[src/rtl/r88_pkg.sv]
// Shared definitions for the R88 ALU sequencer: opcodes, FSM encoding,
// the latched request bundle and the carry-update decode.
package r88_pkg;

  localparam logic [2:0] PASS = 3'd0;
  localparam logic [2:0] SHL  = 3'd1;
  localparam logic [2:0] SHR  = 3'd2;
  localparam logic [2:0] ADD  = 3'd3;
  localparam logic [2:0] SUB  = 3'd4;
  localparam logic [2:0] OR   = 3'd5;
  localparam logic [2:0] AND  = 3'd6;
  localparam logic [2:0] XOR  = 3'd7;

  typedef enum logic [1:0] {
    IDLE   = 2'd0,
    EXEC   = 2'd1,
    RESULT = 2'd2
  } stateT;

  typedef struct packed {
    logic [2:0] opCode;
    logic       useCarry;
    logic       invert;
    logic       decimal;
    logic       immSel;
  } reqT;

  // Only the shift and arithmetic ops produce a meaningful carry.
  function automatic logic updatesCarry(input logic [2:0] op);
    return (op >= SHL) && (op <= SUB);
  endfunction

endpackage

[src/rtl/r88_flag_reg.sv]
// Carry/zero/negative flag storage; Z and N follow every capture,
// C only when the operation produces a carry.
module r88_flag_reg (
  input  logic       sysClock,
  input  logic       sysReset,
  input  logic       captureEn,
  input  logic       carryEn,
  input  logic [7:0] busData,
  input  logic       aluCarryOut,
  output logic       flagC,
  output logic       flagZ,
  output logic       flagN
);

  // NOTE: state updates use non-blocking assignments so every flop samples
  // pre-edge values regardless of process evaluation order.
  always_ff @(posedge sysClock) begin
    if (sysReset) begin
      flagC <= 1'b0;
      flagZ <= 1'b0;
      flagN <= 1'b0;
    end else if (captureEn) begin
      flagZ <= (busData == 8'h00);
      flagN <= busData[7];
      if (carryEn) flagC <= aluCarryOut;
    end
  end

endmodule

[src/rtl/r88_alu_seq.sv]
// R88 ALU sequencer: accepts a request in IDLE, steps the ALU through
// EXEC and RESULT, then captures the bus and flags and pulses done.
module r88_alu_seq
  import r88_pkg::*;
(
  input  logic       sysClock,
  input  logic       sysReset,
  input  logic       start,
  input  logic [2:0] opCode,
  input  logic       useCarry,
  input  logic       invert,
  input  logic       decimal,
  input  logic       immSel,
  input  logic [7:0] busData,
  input  logic       aluCarryOut,
  output logic [2:0] aluOp,
  output logic       carryInEn,
  output logic       carryIn,
  output logic       invOut,
  output logic       decMode,
  output logic       rightSel,
  output logic       aluResult,
  output logic       busy,
  output logic       done,
  output logic       destWe,
  output logic [7:0] result,
  output logic       flagC,
  output logic       flagZ,
  output logic       flagN
);

  stateT state, stateNext;
  reqT   req;

  always_ff @(posedge sysClock) begin
    if (sysReset) state <= IDLE;
    else          state <= stateNext;
  end

  // NOTE: every combinational output gets a default first so no path
  // through the case statement can infer a latch.
  always_comb begin
    stateNext = state;
    unique case (state)
      IDLE:    if (start) stateNext = EXEC;
      EXEC:    stateNext = RESULT;
      RESULT:  stateNext = IDLE;
      default: stateNext = IDLE;
    endcase
  end

  always_ff @(posedge sysClock) begin
    if (sysReset) begin
      req <= '0;
    end else if (state == IDLE && start) begin
      req <= '{opCode: opCode, useCarry: useCarry, invert: invert,
               decimal: decimal, immSel: immSel};
    end
  end

  // done is registered off the RESULT state, so it lands in the IDLE
  // cycle that follows and a reset during RESULT suppresses it.
  always_ff @(posedge sysClock) begin
    if (sysReset) begin
      result <= 8'h00;
      done   <= 1'b0;
    end else begin
      done <= (state == RESULT);
      if (state == RESULT) result <= busData;
    end
  end

  always_comb begin
    aluOp     = 3'd0;
    carryInEn = 1'b0;
    carryIn   = 1'b0;
    invOut    = 1'b0;
    decMode   = 1'b0;
    rightSel  = 1'b0;
    aluResult = 1'b0;
    destWe    = 1'b0;
    busy      = (state != IDLE);
    if (state == EXEC || state == RESULT) begin
      aluOp     = req.opCode;
      carryInEn = req.useCarry;
      carryIn   = flagC;
      rightSel  = req.immSel;
      decMode   = req.decimal;
    end
    if (state == RESULT) begin
      aluResult = 1'b1;
      invOut    = req.invert;
      destWe    = 1'b1;
    end
  end

  r88_flag_reg uFlags (
    .sysClock    (sysClock),
    .sysReset    (sysReset),
    .captureEn   (state == RESULT),
    .carryEn     (updatesCarry(req.opCode)),
    .busData     (busData),
    .aluCarryOut (aluCarryOut),
    .flagC       (flagC),
    .flagZ       (flagZ),
    .flagN       (flagN)
  );

endmodule

[config.mk]
export PLATFORM = sky130hd
export DESIGN_NAME = r88_alu_seq
export DESIGN_NICKNAME = d
export VERILOG_FILES = /design/src/rtl/r88_pkg.sv /design/src/rtl/r88_flag_reg.sv /design/src/rtl/r88_alu_seq.sv
export SDC_FILE = /design/constraint.sdc
export NUM_CORES = 1
export LEC_CHECK = 0
export CAP_MARGIN = 20
export CELL_PAD_IN_SITES_DETAIL_PLACEMENT = 1
export CELL_PAD_IN_SITES_GLOBAL_PLACEMENT = 1
export CORE_MARGIN = 1
export CORE_UTILIZATION = 25
export DETAILED_ROUTE_END_ITERATION = 10
export GPL_TIMING_DRIVEN = 0
export PLACE_DENSITY = 0.7
export SETUP_SLACK_MARGIN = 0.05
export SYNTH_ARGS = -nofsm -noshare
export SYNTH_HDL_FRONTEND = slang
export SYNTH_SLANG_ARGS = --single-unit
[constraint.sdc]
create_clock -name sysClock -period 1.45 [get_ports sysClock]
set_clock_uncertainty 0.1 [all_clocks]
set_input_delay 0.435 -clock sysClock [delete_from_list [all_inputs] [get_ports sysClock]]
set_output_delay 0.435 -clock sysClock [all_outputs]
set_load 0.01 [all_outputs]
==> flow_summary.json <==
{
  "hold_viol": 0,
  "ys_top_cells_by_area": "dfxtp_1 (46%), mux2i_1 (13%), ha_1 (5.7%), and2_1 (5.0%), a21oi_1 (4.6%)",
  "htree_num_levels": 1,
  "fin_nets": 171,
  "die_area_um2": 3720,
  "synth_most_common_cell": "dfxtp_1",
  "grtUsageTotal": 0.137,
  "crit_type": "reg -> out",
  "fin_ws_ns": -0.358,
  "ys_types": 19,
  "fin_area_um2": 1450,
  "ant_nets": 0,
  "slowest_stage": "dfxtp_2",
  "synth_area_um2": 871,
  "drtIter0Drc": 33,
  "cp_max_fo": 4,
  "synth_ff_type": "dfxtp_1",
  "cts.sinks": 20,
  "path_cells": "buf_6 > ha_4 > buf_8 > and2_4 > buf_6",
  "dr_total_vias": 833,
  "multiInputGateArea_um2": 472,
  "fin_crit_sh": 1.25,
  "cp_num_buf_inv": 3,
  "rsz0062_at_grt": "true",
  "synthArstFlopShare": 0,
  "firstDrtPassIters": 4,
  "path_delay_family": "flip-flops",
  "rows": 21,
  "fmax_ghz": 0.553,
  "grt_max_degree": 11,
  "avgSynthCellArea_um2": 8.98,
  "grt_pass1_vias": 836,
  "ys_seq_area_frac": 0.460,
  "grt_first_pass_wirelength_um": 3660,
  "die_w_um": 61.0,
  "worstHoldStart": "req[1]$_SDFFE_PP0P_",
  "clk_pin_slew_worst_paths_ns": 0.10,
  "path_common_cell": "buf_6",
  "hp-class": "reg -> reg",
  "port_buffers": 40,
  "cts_tree": "built",
  "regArea_um2": 415,
  "num_antenna_cells": 0,
  "routed_wl_um": 2430,
  "power_mw": 1.36,
  "area_growth_syn_to_layout_pct": 65.9,
  "arrival_ns": 1.27,
  "ios": 42,
  "fp.dieH_um": 61.0,
  "maxSlewHeadroom": 0.833,
  "drive_gt1_frac": 0.445,
  "setup_viol": 11,
  "synth_top_cell_area_share": 0.460,
  "place_congestion": 0.675,
  "leakagePower_nw": 0.628,
  "cp.required_ns": 0.92,
  "drc_errors": 0,
  "reg2reg_depth": 6,
  "synthTopCellsByCount": "dfxtp_1 (20), mux2i_1 (11), nor2_1 (10)",
  "synth-edff-count": 0,
  "maxSlewViolCount": 0,
  "status": "complete, but fails checks",
  "place_area_um2": 1370,
  "worst_slew_pin_slew_ns": 0.249,
  "reg2reg_to": "result[3]$_SDFFE_PP0P_",
  "antenna_found_initial": 0,
  "cp.depth": 5,
  "core_area_um2": 3340,
  "clockRootBuffer": "clkbuf_4",
  "worstHoldEndpoint": "req[1]$_SDFFE_PP0P_",
  "syn-num-nets": 120,
  "ir_drop_mv": 0.458,
  "fin_crit_ns": 1.81,
  "hold_depth": 2,
  "worstSetupStartpointType": "register",
  "yosysTopAreaCell": "dfxtp_1",
  "ys_warn_count": 0,
  "fillerInstances": 419,
  "reg2reg_from": "state[1]$_SDFFE_PP0P_",
  "viasPerCell": 4.34,
  "worst_setup_path_end_kind": "output pin",
  "maxCapViolCount": 0,
  "violations": "setup timing",
  "start_util": 0.261,
  "numCtsBuffers": 3,
  "synthCells": 97,
  "clk_path_buf_depth": 2,
  "power_density_nw_per_um2": 944,
  "detail_route.wl_per_cell_um": 12.7,
  "grt-ovfl-total": 0,
  "clock_latency_ns": 0.29,
  "reg2reg_slack_ns": 0.10,
  "ys_seq_elements": 20,
  "slowest_delay_ns": 0.35,
  "dp_hpwl_um": 1800
}
-- power breakdown --
group	total [mW]	switching, mW	leakage (nW)	internal [mW]
combinational	0.482	0.213	0.446	0.269
sequential	0.630	0.0315	0.169	0.598
clock	0.252	0.156	0.0138	0.0966
total	1.36	0.400	0.628	0.964
-- layer usage --
| layer | wire [um] | vias up | global-route usage | part of all wire |
|---|---|---|---|---|
| li1 | - | 418 | - | - |
| met1 | 948 | 380 | 0.151 | 0.39 |
| met2 | 1280 | 33 | 0.245 | 0.53 |
| met3 | 187 | 2 | 0.0378 | 0.077 |
| met4 | 10 | 0 | 0.0584 | 0.0041 |
| met5 | 0 | - | 0 | 0 |
-- final cells by class --
cell class | instances | share of cell area
Clock buffer | 3 | 0.0156
Multi-Input combinational cell | 67 | 0.326
Buffer | 6 | 0.0372
Timing Repair Buffer | 47 | 0.284
Inverter | 3 | 0.00952
Sequential cell | 20 | 0.287
Tap cell | 46 | 0.0398
-- cells in the final DEF (no fill, tap or decap), drive strengths merged, types with 4 or more instances in the layout --
cell and instances:
and2 8, ha 4, mux2i 11, clkbuf 6, nand3 8, nand2 8, dfxtp 20, a21oi 8
buf 33, clkdlybuf4s50 17, nand2b 4, nor2 10
-- cell families (layout without fill, tap and decap cells) --
logic type	count (synthesis)	in the layout	share of synthesized area
compound gates	9	9	0.0517
flops	20	20	0.460
mux	11	11	0.126
fa+ha+maj	4	4	0.0575
buf+inv	10	59	0.0575
simple gates	43	43	0.247
-- worst reg2reg max path: cells and delay by family, from the launching register on --
kind | cells | cell delay [ns]
flip-flops | 1 | 0.36
buffers and inverters | 3 | 0.38
multiplexers | 1 | 0.21
adder cells (fa/ha/maj) | 1 | 0.15
AND/OR/NAND/NOR | 1 | 0.05
-- sequential cells by signal (all words and copies together), names as in the netlist --
| register | flops |
|---|---|
| uFlags.flagZ | 1 |
| uFlags.flagC | 1 |
| req | 7 |
| result | 8 |
| state | 2 |
| done | 1 |
-- worst max path at each step --
stage                          start  endpoint  slack, ns
6_report       state[1]$_SDFFE_PP0P_    invOut      -0.36
5_1_grt        state[1]$_SDFFE_PP0P_    invOut      -0.41
4_1_cts        state[1]$_SDFFE_PP0P_    invOut      -0.36
3_5_place_dp   state[0]$_SDFFE_PP0P_    invOut      -0.52
3_3_place_gp   state[0]$_SDFFE_PP0P_    invOut      -0.52
2_1_floorplan  state[0]$_SDFFE_PP0P_    invOut       0.04
-- through the flow --
| step | TNS (ns) | worst slack (ns) | hold WS, ns | cells | utilization |
|---|---|---|---|---|---|
| final | -3.28 | -0.358 | 0.366 | 192 | 0.433 |
| after CTS | -3.49 | -0.365 | 0.363 | 192 | 0.424 |
| after global placement | -9.07 | -0.520 | 0.339 | 183 | 0.410 |
| after detailed placement | -9.38 | -0.519 | 0.354 | 183 | 0.410 |
| after global routing | -3.86 | -0.410 | 0.391 | 192 | 0.433 |
| after floorplan | 0 | 0.0434 | 0.332 | 97 | - |
-- timing repair --
item                                    in CTS  in global routing
hold buffers                                 0                  0
endpoints found under the setup margin      33                 26
setup buffers                                7                  0
pin swaps                                    9                  2
gates resized for setup                    113                 14
Power figures use the tool's default switching activity.
